<file path="src/rtl/if_stage_pkg.sv">
// Shared CPU definitions for the instruction-fetch stage: FSM encoding,
// architectural constants and the IF/ID payload layout.
package if_stage_pkg;

    typedef logic [1:0] fsm_state_t;

    localparam fsm_state_t ST_FETCH = 2'd0;
    localparam fsm_state_t ST_HOLD  = 2'd1;
    localparam fsm_state_t ST_DROP  = 2'd2;

    localparam logic [31:0] CPU_NOP_INSTR  = 32'h0000_0000;
    localparam logic [31:0] CPU_EXC_VECTOR = 32'h0000_0180;
    localparam logic [31:0] CPU_RESET_PC   = 32'h0000_0000;

    typedef struct packed {
        logic [31:0] instr;
        logic [31:0] pc4;
    } fetch_pkt_t;

endpackage

</file>
<file path="src/rtl/if_stage_next_pc_sel.sv">
// Redirect priority mux (exception > jump > branch) and the PC+4 adder.
module next_pc_sel #(
    parameter logic [31:0] EXC_VECTOR = 32'h0000_0180
) (
    input  logic [31:0] pc,
    input  logic        branch_taken,
    input  logic [31:0] branch_target,
    input  logic        jump,
    input  logic [31:0] jump_target,
    input  logic        exception,
    output logic        redirect,
    output logic [31:0] redirect_target,
    output logic [31:0] pc_plus4
);

    always_comb begin
        redirect        = exception | jump | branch_taken;
        redirect_target = branch_target;
        if (exception) begin
            redirect_target = EXC_VECTOR;
        end else if (jump) begin
            redirect_target = jump_target;
        end
        pc_plus4 = pc + 32'd4;
    end

endmodule

</file>
<file path="src/rtl/if_stage.sv">
// Instruction-fetch stage: drives the imem request, computes new_pc for the
// PC register and owns the IF/ID pipeline register plus the stall hold buffer.
module if_stage
    import if_stage_pkg::*;
#(
    parameter logic [31:0] RESET_PC   = CPU_RESET_PC,
    parameter logic [31:0] EXC_VECTOR = CPU_EXC_VECTOR,
    parameter logic [31:0] NOP_INSTR  = CPU_NOP_INSTR
) (
    input  logic        clk,
    input  logic        reset,
    input  logic [31:0] pc,
    output logic [31:0] new_pc,
    input  logic        branch_taken,
    input  logic [31:0] branch_target,
    input  logic        jump,
    input  logic [31:0] jump_target,
    input  logic        exception,
    input  logic        stall,
    output logic        imem_req,
    output logic [31:0] imem_addr,
    input  logic [31:0] imem_rdata,
    input  logic        imem_ready,
    output logic [31:0] if_id_instr,
    output logic [31:0] if_id_pc4,
    output logic        if_id_valid
);

    fsm_state_t  state_q, state_d;
    fetch_pkt_t  if_id_q, if_id_d;
    logic        valid_q, valid_d;
    fetch_pkt_t  hold_q, hold_d;
    logic [31:0] drop_addr_q, drop_addr_d;

    logic        redirect;
    logic [31:0] redirect_target;
    logic [31:0] pc_plus4;

    next_pc_sel #(
        .EXC_VECTOR(EXC_VECTOR)
    ) u_next_pc_sel (
        .pc             (pc),
        .branch_taken   (branch_taken),
        .branch_target  (branch_target),
        .jump           (jump),
        .jump_target    (jump_target),
        .exception      (exception),
        .redirect       (redirect),
        .redirect_target(redirect_target),
        .pc_plus4       (pc_plus4)
    );

    always_comb begin
        state_d     = state_q;
        if_id_d     = if_id_q;
        valid_d     = valid_q;
        hold_d      = hold_q;
        drop_addr_d = drop_addr_q;
        imem_req    = 1'b0;
        imem_addr   = pc;
        new_pc      = pc;

        case (state_q)
            ST_FETCH: begin
                imem_req = 1'b1;
                if (redirect) begin
                    new_pc = redirect_target;
                    // Request already in flight must still be retired at its original address.
                    if (!imem_ready) begin
                        drop_addr_d = pc;
                        state_d     = ST_DROP;
                    end
                end else if (imem_ready) begin
                    new_pc = pc_plus4;
                    if (stall) begin
                        hold_d  = '{instr: imem_rdata, pc4: pc_plus4};
                        state_d = ST_HOLD;
                    end else begin
                        if_id_d = '{instr: imem_rdata, pc4: pc_plus4};
                        valid_d = 1'b1;
                    end
                end else if (!stall) begin
                    valid_d = 1'b0;
                end
            end
            ST_HOLD: begin
                if (redirect) begin
                    new_pc  = redirect_target;
                    state_d = ST_FETCH;
                end else if (!stall) begin
                    if_id_d = hold_q;
                    valid_d = 1'b1;
                    state_d = ST_FETCH;
                end
            end
            ST_DROP: begin
                imem_req  = 1'b1;
                imem_addr = drop_addr_q;
                valid_d   = 1'b0;
                if (redirect) begin
                    new_pc = redirect_target;
                end
                if (imem_ready) begin
                    state_d = ST_FETCH;
                end
            end
            default: begin
                state_d = ST_FETCH;
            end
        endcase

        if (redirect) begin
            valid_d       = 1'b0;
            if_id_d.instr = NOP_INSTR;
            hold_d        = '0;
        end

        if (!reset) begin
            new_pc   = RESET_PC;
            imem_req = 1'b0;
        end
    end

    always_ff @(posedge clk) begin
        if (!reset) begin
            state_q     <= ST_FETCH;
            if_id_q     <= '{instr: NOP_INSTR, pc4: 32'h0};
            valid_q     <= 1'b0;
            hold_q      <= '0;
            drop_addr_q <= '0;
        end else begin
            state_q     <= state_d;
            if_id_q     <= if_id_d;
            valid_q     <= valid_d;
            hold_q      <= hold_d;
            drop_addr_q <= drop_addr_d;
        end
    end

    assign if_id_instr = if_id_q.instr;
    assign if_id_pc4   = if_id_q.pc4;
    assign if_id_valid = valid_q;

endmodule
</file>
<file path="config.mk">
export PLATFORM = sky130hd
export DESIGN_NAME = if_stage
export DESIGN_NICKNAME = d
export VERILOG_FILES = /design/src/rtl/if_stage_pkg.sv /design/src/rtl/if_stage_next_pc_sel.sv /design/src/rtl/if_stage.sv
export SDC_FILE = /design/constraint.sdc
export NUM_CORES = 1
export LEC_CHECK = 0
export ABC_AREA = 1
export CAP_MARGIN = 20
export CORE_AREA = 2 2 165 167
export DETAILED_ROUTE_END_ITERATION = 6
export DIE_AREA = 0 0 167 169
export SLEW_MARGIN = 15
export SYNTH_ARGS = -nofsm -noshare
export SYNTH_HDL_FRONTEND = slang
export SYNTH_SLANG_ARGS = --single-unit
</file>
<file path="constraint.sdc">
create_clock -name clk -period 2.32 [get_ports clk]
set_input_delay 0.348 -clock clk [delete_from_list [all_inputs] [get_ports clk]]
set_output_delay 0.348 -clock clk [all_outputs]
set_load 0.01 [all_outputs]
</file>
==> results of run 1 <==
==> power groups by stage <==
| stage | clock, W | sequential (W) | combinational [W] |
|---|---|---|---|
| final | 0.00297 | 0.00305 | 0.00422 |
| after global routing | 0.00312 | 0.00307 | 0.00449 |
| after CTS | 0.00301 | 0.00304 | 0.00368 |
| after detailed placement | 0 | 0.00310 | 0.00347 |
| after global placement | 0 | 0.00310 | 0.00346 |
| after floorplan | 0 | 0.00310 | 0.00156 |
==> placed cells by master (no fill, tap or decap), types with 26 or more instances in the layout <==
cell type,n
o21ai_0,187
nand2_1,340
dlygate4sd2_1,32
clkdlybuf4s50_1,172
nor2_2,27
o211ai_1,26
a21oi_2,35
nand3_1,56
a21oi_1,143
inv_1,98
buf_4,193
dfxtp_1,161
nor2_1,65
a31oi_1,36
buf_2,32
==> worst max-delay path by stage <==
stage          startpoint  cells after the start           end  slack [ns]
4_1_cts        state_q[0]                      7  imem_addr[5]       -0.17
3_5_place_dp        pc[2]                      7    new_pc[14]       -0.71
5_1_grt        state_q[0]                     11     new_pc[6]       -0.23
3_3_place_gp        pc[2]                      7    new_pc[14]       -0.71
2_1_floorplan  state_q[0]                      8     new_pc[2]        0.44
6_report       state_q[0]                     11     new_pc[6]       -0.13
==> through the flow <==
step | hold WS [ns] | cell area (um2) | total power [W] | std cells
final | 0.405 | 14900 | 0.0102 | 2189
after global placement | 0.430 | 13400 | 0.00656 | 2121
after CTS | 0.381 | 14300 | 0.00973 | 2168
after global routing | 0.419 | 14900 | 0.0107 | 2189
after floorplan | 0.424 | 9120 | 0.00467 | 1416
after detailed placement | 0.435 | 13400 | 0.00657 | 2121
==> routing by layer <==
metal | vias up | wire (um)
met2 | 447 | 19800
li1 | 5559 | -
met1 | 5525 | 16900
met5 | - | 0
met4 | 0 | 1430
met3 | 81 | 2080
==> cell type report <==
type | instances | area (um2)
flip-flops and latches | 163 | 3270
clock buffers | 17 | 425
diodes | 2 | 5.00
repair buffers | 498 | 4560
fillers | 2526 | 11600
well taps | 341 | 427
inverters | 112 | 437
multi-input cells | 1041 | 5550
clock inverters | 15 | 196
==> flip-flops by register name, summed over array words and instances (netlist names) <==
register     cells
if_id_pc4       32
drop_addr_q     32
if_id_valid      1
state_q          2
hold_q          64
if_id_instr     32
==> what timing repair did <==
| item | in CTS | in global routing |
|---|---|---|
| gates cloned | 0 | 7 |
| setup endpoints to repair | 65 | 39 |
| gates resized for setup | 299 | 145 |
| pin swaps | 24 | 39 |
| setup buffers | 15 | 14 |
==> critical path: stages, from the launching register on <==
cell and delay (ns):
dfxtp_4 0.37, inv_4 0.06, ha_4 0.16, buf_4 0.14
nand2_4 0.07, inv_4 0.09, buf_8 0.13, nand2_2 0.06
a21oi_2 0.12, nand3_1 0.10, a21oi_2 0.17, buf_2 0.17
==> logic make-up after synthesis <==
logic type / after synthesis / synth area share (%)
compound gates: 486 / 28.7
xor+xnor: 4 / 0.384
fa+ha+maj: 5 / 0.686
buf+inv: 212 / 10.1
flops: 163 / 35.8
simple gates: 546 / 24.4
==> results.md, run 1 <==
* Vias in the first global route at between 10k and 15k
* Layout Skew at ~0.012 ns
* Gate Count Post-Synth at roughly 1.4k
* Clock latency reported for the late side of the worst-skew pair at 0.45 ns
* Synth-to-Final Area Change at 63.0%
* Largest area contributor in the netlist: dfxtp_1
* Top cells by area, synth: dfxtp_1 (36%), nand2_1 (15%), o21ai_0 (12%)
* Clock group share of total power at between 20% and 30%
* Cells on Worst Hold Path at 4
* Headroom to the max-slew limit at between 50 and 60%
* Syn_nets at ~1.6k
* CTS sink cnt at approximately 160
* Remaining DRCs at 0
* Antenna violations before repair at 2
* Maximum clock frequency at 0.408 GHz
* Max Fanout on Critical Path at 8
* Share of flip-flops with an asynchronous set or reset at 0%
* GR Util met2 at between 40% and 50%
* RSZ-0062 raised after global routing: true
* Avg Synthesized Cell Area at roughly 6.4 um2
* Hold Crit Endpoint: drop_addr_q[18]
* Number of CTS-inserted buffers at 17
* Clock Tree Root: clkbuf_16
* Final WS setup at -0.130 ns
* Drt wl/cell at approximately 18 um
* Final HPWL DP at around 28 mm
* Hold_sp: pc[18]
* Final design utilization at ~56%
* Synth Register Bits at ~160
* Setup TNS at -1.47 ns
* Synth Warn # at 0
* Outcome: finished with violations
* Top post-synthesis cells by count: nand2_1 (357), o21ai_0 (211), a21oi_1 (184)
* Synth Cell Area at just over 0.009 mm2
* Yosys cell types at 39
* Pre-CTS setup slack at -0.709 ns
* Failing checks: negative setup slack
* Reg power frac at a little under 30%
* Met3 Usage GRT at between 4 and 5%
* Combinational share of power at about 40%
* # hold bufs at CTS at 0
* Global-route wire length before repair at 60.4 mm
* Vias/cell at 5.30
* Top-area cell type share of the netlist area at a little over a third
* Worst-Margin Slew at 0.608 ns
* Worst min path class: input pin to register
* Die Y at around 170 um
* Peak supply drop at 0.000555 V
* R2R setup slack at -0.12 ns
* Die span in x at between 150 and 200 um
* Total GRT Usage at between 20% and 30%
* Routed WL at 40.2 mm
* Rows at 60
* GRT Max-Usage Layer: met2
* Clk buf depth at 2
* RR Startpoint: state_q[0]
* Drt first pass iters at 5
* Clock tree from TritonCTS: yes
* Seq/Total Area, Yosys at a little over a third
* Pwr per Cell Area at 689 mW/mm2
* Global route total overflow at 0
* Routability cong. at 0.926
* Leak at 6.31 nW
* Largest net degree at the start of global routing at between 50 and 60
* Vias at 11.6k
* Initial Utilization at 34.4%
* DRT iter0 DRCs at 1,025
* Worst setup EP type: output pin
* Die area at roughly 0.028 mm2
* Reg2Reg Capture Point: if_id_valid
* Nets@finish at roughly 2.0k
* Port bufs at about 260
* Met1 Track Usage GR at approximately 33%
* Number of synthesized flops with an enable pin at 0
* Switching Fraction at 37.9%
* Pint at 0.00636 W
* Count leader, synth: nand2_1
* Final Max Tran Viols at 0
* Final Hold Fails at 0
* Critical Path AT at around 2.1 ns
* Antenna-violating nets left at 0
* Core Footprint at 0.0265 mm2
* H-tree Lvls at 4
* Tmin final at between 2 and 2.5 ns
* Top_reg_cell synth: dfxtp_1
* CP Data Required Time at approximately 2.0 ns
* Share of layout cells above drive strength 1 at 25.2%
* Crit path kind: register to output pin
* # IOs at 265
* Critical path startpoint category: register
* Setup Viol. Count Final at 32
* Worst reg2reg path depth at 17
* Final period utilization at 106%
* Switching Power at roughly 0.0039 W
* Clk slew on worst S/H paths at roughly 0.080 ns
* Max_cap viols at 0
Power figures use the tool's default switching activity.
==> inputs of run 2 (changes only) <==
- CORE_AREA: 2 2 165 167 -> 2 2 141 143
- DIE_AREA: 0 0 167 169 -> 0 0 143 145
- PLACE_DENSITY: not set -> 0.8
==> results.md, run 2 (synthesis results as in run 1) <==
* Clock group share of total power at 29.5% (+0.5 points)
* Layout Skew at 0.00915 ns (-0.00330 ns)
* RSZ-0062 raised after global routing: true
* Remaining DRCs at 0 (unchanged)
* Crit path kind: register to output pin
* CP Data Required Time at 1.97 ns (about the same)
* Final period utilization at 105% (-0.91 points)
* Vias at 12.0k (+3.2%)
* Initial Utilization at 47.5% (+13 points)
* Multi-input gate area at 0.00539 mm2 (-2.8%)
* Worst setup EP type: output pin
* Share of layout cells above drive strength 1 at 23.8% (-1.5 points)
* H-tree Lvls at 4 (unchanged)
* Nets@finish at 1,965 (-0.41%)
* Die area at 0.0207 mm2 (-27%)
* Clk buf depth at 2 (unchanged)
* Routability cong. at 0.990 (+6.8%)
* Max Fanout on Critical Path at 5 (-3)
* Maximum clock frequency at 0.412 GHz (+0.86%)
* Failing checks: negative setup slack
* Largest Register: hold_q
* Worst-Margin Slew at 0.410 ns (-0.199 ns)
* Routed WL at 39.0 mm (-2.8%)
* Pint at 0.00635 W (-0.17%)
* Global-route wire length before repair at 58.5 mm (-3.0%)
* Leak at 6.22 nW (-1.4%)
* Final HPWL DP at 27.0 mm (-2.5%)
* DRT iter0 DRCs at 1,056 (+3.0%)
* Reg power frac at 30.1% (+0.3 points)
* Critical path startpoint category: register
* # hold bufs at CTS at 0 (unchanged)
* Vias/cell at 5.69 (+7.3%)
* Pre-CTS setup slack at -0.695 ns (+0.0140 ns)
* Total GRT Usage at 35.8% (+8.9 points)
* Final WS setup at -0.109 ns (+0.0210 ns)
* Most common cell after layout, fill and taps aside: nand2_1
* CTS sink cnt at 163 (unchanged)
* Clock latency reported for the late side of the worst-skew pair at 0.44 ns (about the same)
* Vias in the first global route at 11.1k (+0.072%)
* Synth-to-Final Area Change at 58.7%
* R2R setup slack at 0.28 ns (+0.40 ns)
* Die Y at 145 um (-14%)
* # IOs at 265 (unchanged)
* Crit path cell chain: inv_2 > ha_4 > buf_4 > nor3_4 > buf_6 > nand2_1 > o21ai_1 > nor2_1 > buf_2
* Slowest-stage cell, CP: dfxtp_2
* Most frequent cells in the layout: nand2_1 (343), o21ai_0 (191), buf_4 (189)
* Clk slew on worst S/H paths at 0.07 ns (about the same)
* Total power at 0.0101 W (-1.4%)
* Worst min path class: input pin to register
* Rows at 51 (-15%)
* Critical Path AT at 2.08 ns (-0.02 ns)
* Headroom to the max-slew limit at 72.7% (+13 points)
* Core Footprint at 0.0192 mm2 (-28%)
* Largest stage delay, worst path at 0.36 ns (about the same)
* Global route total overflow at 0 (unchanged)
* Outcome: finished with violations
* Tmin final at 2.43 ns (-0.0210 ns)
* Peak supply drop at 0.000627 V (+13%)
* Clock tree from TritonCTS: yes
* FF/Latch Area at 0.00327 mm2 (-0.15%)
* Largest net degree at the start of global routing at 69 (+35%)
* Antenna-violating nets left at 0 (unchanged)
* Die span in x at 143 um (-14%)
* Switching Power at 0.00375 W (-3.4%)
* Max_cap viols at 0 (unchanged)
* Max reg flops at 64 (unchanged)
* Pwr per Cell Area at 698 mW/mm2 (+1.3%)
* Switching Fraction at 37.2% (-0.78 points)
* Number of CTS-inserted buffers at 17 (unchanged)
* Fillcell total at 1,452 (-43%)
* Final Max Tran Viols at 0 (unchanged)
* Drt first pass iters at 5 (unchanged)
* Combinational share of power at 40.4% (-0.8 points)
* Antenna violations before repair at 2 (unchanged)
* Port bufs at 264 (unchanged)
* Clock Tree Root: clkbuf_16
* Setup Viol. Count Final at 14 (-56%)
* Drt wl/cell at 18.5 um (+1.1%)
* Final Hold Fails at 0 (unchanged)
==> run 2: final timing paths <==
kind | from | to | cells past startpoint
min reg2reg | drop_addr_q[23] | drop_addr_q[23] | 2
max reg2reg | state_q[0] | if_id_pc4[5] | 12
max | state_q[0] | new_pc[5] | 9
min | pc[11] | drop_addr_q[11] | 3
==> run 2: what timing repair did <==
item,4_1_cts,5_1_grt
buffers inserted,12,11
setup endpoints to repair,65,58
gates cloned,2,2
pin swaps,26,27
gates resized for setup,310,109
==> run 2: final cells by class <==
class / count / share of cell area (%)
clock inverters: 15 / 1.42
multi-input cells: 1041 / 37.3
flip-flops and latches: 163 / 22.6
repair buffers: 490 / 30.5
inverters: 112 / 2.97
diodes: 2 / 0.0346
clock buffers: 17 / 2.94
well taps: 265 / 2.29
==> run 2: through the flow <==
step,hold slack (ns),std cells,area [um2],setup TNS (ns),util (%)
2_1_floorplan,0.424,1416,9120,0,-
5_1_grt,0.326,2104,14500,-1.98,75.4
3_5_place_dp,0.434,2045,13300,-18.34,69.5
6_report,0.336,2105,14500,-0.529,75.4
4_1_cts,0.355,2091,14300,-0.479,74.4
3_3_place_gp,0.430,2045,13300,-17.53,69.5
==> run 2: critical path: cells and delay by family (launching register included) <==
family | cells | cell delay, ns
buffers and inverters | 4 | 0.51
flip-flops | 1 | 0.36
AND/OR/NAND/NOR | 3 | 0.35
adder cells (fa/ha/maj) | 1 | 0.28
AO/OA/AOI/OAI | 1 | 0.15
==> run 2: metal layers <==
layer | vias up | GRT usage (%) | wire, um
met5 | - | 0 | 0
met4 | 0 | 13.3 | 1850
met1 | 5676 | 43.9 | 14800
met3 | 125 | 6.27 | 3100
li1 | 5554 | - | -
met2 | 632 | 62.1 | 19300
==> run 2: power by group through the flow <==
stage / combinational, W / sequential (W) / clock [W]
after floorplan: 0.00156 / 0.00310 / 0
after global placement: 0.00339 / 0.00310 / 0
after detailed placement: 0.00342 / 0.00310 / 0
after CTS: 0.00370 / 0.00304 / 0.00299
after global routing: 0.00430 / 0.00306 / 0.00312
final: 0.00408 / 0.00304 / 0.00298
==> inputs of run 3 (changes only) <==
--- a/constraint.sdc
+++ b/constraint.sdc
@@ -3,2 +3,2 @@
 set_output_delay 0.348 -clock clk [all_outputs]
-set_load 0.01 [all_outputs]
+set_load 0.005 [all_outputs]
==> results.md, run 3 (synthesis results as in run 1) <==
* Outcome: finished with violations
* Failing checks: negative setup slack
* Critical path startpoint category: register
* Drt first pass iters at 7 (+2)
* Total GRT Usage at 37.4% (+1.6 points)
* Final WS setup at -0.223 ns (-0.115 ns)
* Synth-to-Final Area Change at 67.4%
* Remaining DRCs at 0 (unchanged)
* Initial Utilization at 47.5% (unchanged)
* Layout Skew at 0.00965 ns (+0.000493 ns)
* Headroom to the max-slew limit at 67.5% (-5.2 points)
* Largest net degree at the start of global routing at 87 (+26%)
* Largest Register: hold_q
* Worst min path class: input pin to register
* Share of layout cells above drive strength 1 at 26.6% (+2.8 points)
* Maximum clock frequency at 0.393 GHz (-4.5%)
* Port bufs at 264 (unchanged)
* RSZ-0062 raised after global routing: true
* Clk buf depth at 2 (unchanged)
* Tmin final at 2.54 ns (+0.115 ns)
* Antenna-violating nets left at 0 (unchanged)
* Most frequent cells in the layout: nand2_1 (336), buf_4 (186), o21ai_0 (170)
* Crit-path leading delay family: buffers and inverters
* Slowest-stage cell, CP: dfxtp_4
* Die Y at 145 um (unchanged)
* Vias/cell at 5.80 (+1.9%)
* Worst setup EP type: output pin
* Buffers plus inverters on the worst setup path at 5 (+1)
* Routed WL at 42.5 mm (+8.7%)
* Final period utilization at 110% (+4.9 points)
* Core Footprint at 0.0192 mm2 (unchanged)
* Worst-Margin Slew at 0.487 ns (+0.0778 ns)
* Final HPWL DP at 26.8 mm (-0.95%)
* Final Max Tran Viols at 0 (unchanged)
* Max reg flops at 64 (unchanged)
* Drt wl/cell at 20.0 um (+7.6%)
* DRT iter0 DRCs at 1,404 (+33%)
* Leak at 6.61 nW (+6.2%)
* Clock tree from TritonCTS: yes
* Vias at 12.3k (+3.0%)
* Total power at 0.0107 W (+6.2%)
* Final Hold Fails at 0 (unchanged)
* Routability cong. at 1.02 (+2.6%)
* Peak supply drop at 0.000561 V (-10%)
* Most common cell after layout, fill and taps aside: nand2_1
* Max_cap viols at 0 (unchanged)
* Die area at 0.0207 mm2 (unchanged)
* CTS sink cnt at 163 (unchanged)
* Max Fanout on Critical Path at 6 (+1)
* Number of CTS-inserted buffers at 17 (unchanged)
* Crit path cell chain: inv_4 > ha_4 > buf_6 > nand2_8 > inv_8 > buf_12 > nand2_4 > a21oi_2 > nand3_1 > a21oi_1 > buf_2
* Largest stage delay, worst path at 0.36 ns (about the same)
* Vias in the first global route at 11.7k (+5.6%)
* Clock Tree Root: clkbuf_16
* Setup Viol. Count Final at 33 (+19)
* Antenna violations before repair at 2 (unchanged)
* H-tree Lvls at 4 (unchanged)
* Crit path kind: register to output pin
* # hold bufs at CTS at 0 (unchanged)
* Die span in x at 143 um (unchanged)
* CP Data Required Time at 1.97 ns (about the same)
* Global route total overflow at 0 (unchanged)
* Nets@finish at 1,988 (+1.2%)
* Pwr per Cell Area at 703 mW/mm2 (+0.67%)
* # IOs at 265 (unchanged)
* Pre-CTS setup slack at -0.682 ns (+0.0124 ns)
* Rows at 51 (unchanged)
* Global-route wire length before repair at 61.1 mm (+4.3%)
* Clock latency reported for the late side of the worst-skew pair at 0.44 ns (about the same)
* Fillcell total at 1,281 (-12%)
* Critical Path AT at 2.20 ns (+0.12 ns)
* Clk slew on worst S/H paths at 0.07 ns (about the same)
run 3: cell types whose count changed in the layout (fill, tap and decap cells not counted), sizes merged:
cell / delta
clkbuf: -13
buf: +22
clkdlybuf4s15: +4
clkinv: -5
dlymetal6s2s: +13
clkinvlp: +2
clkdlybuf4s50: -2
inv: +1
bufbuf: -1
bufinv: +1
run 3: final timing paths:
check / startpoint / end / slack (ns) / cells past startpoint
worst max-delay path: state_q[0] / new_pc[6] / -0.22 / 11
worst min-delay path: reset / drop_addr_q[31] / 0.33 / 3
worst max register to register: state_q[0] / if_id_instr[3] / 0.19 / 12
worst min register to register: drop_addr_q[28] / drop_addr_q[28] / 0.45 / 2
run 3: per-stage QoR:
stage                     setup TNS [ns]  instance area (um2)  hold WS (ns)  util (%)  instances
after floorplan                        0                 9120         0.424         -       1416
after global placement            -17.29                13300         0.430      69.3       2045
after detailed placement          -17.97                13300         0.434      69.3       2045
after CTS                          -2.70                14600         0.281      75.9       2103
after global routing               -5.23                15300         0.330      79.5       2127
final                              -3.46                15300         0.326      79.5       2127
run 3: per-layer routing:
metal | share of wire (%) | GRT usage [%] | up-vias
met5 | 0 | 0 | -
met4 | 7.4 | 22.5 | 0
met3 | 9.6 | 7.43 | 226
met2 | 47 | 61.8 | 830
met1 | 36 | 44.3 | 5683
li1 | - | - | 5606
run 3: final cells by class:
type / count / area, um2 / share of cell area, %
diodes: 2 / 5.00 / 0.0328
clock buffers: 17 / 425 / 2.79
clock inverters: 14 / 190 / 1.25
inverters: 112 / 452 / 2.96
multi-input cells: 1041 / 5720 / 37.4
flip-flops and latches: 163 / 3270 / 21.4
well taps: 265 / 332 / 2.17
repair buffers: 513 / 4880 / 32.0
run 3: what timing repair did:
| item | in CTS | in global routing |
|---|---|---|
| gates cloned | 3 | 4 |
| setup buffers | 25 | 22 |
| setup endpoints to repair | 65 | 44 |
| pin swaps | 35 | 58 |
| gates resized for setup | 331 | 172 |
run 3: power by group:
part | switching, W | internal (W)
clock | 0.00137 | 0.00164
sequential | 0.0000917 | 0.00296
combinational | 0.00245 | 0.00221
run 3: tightest hold or removal path, cell delays in order:
cell     delay [ns]
buf_2          0.21
o21ai_0        0.12
a21oi_1        0.05
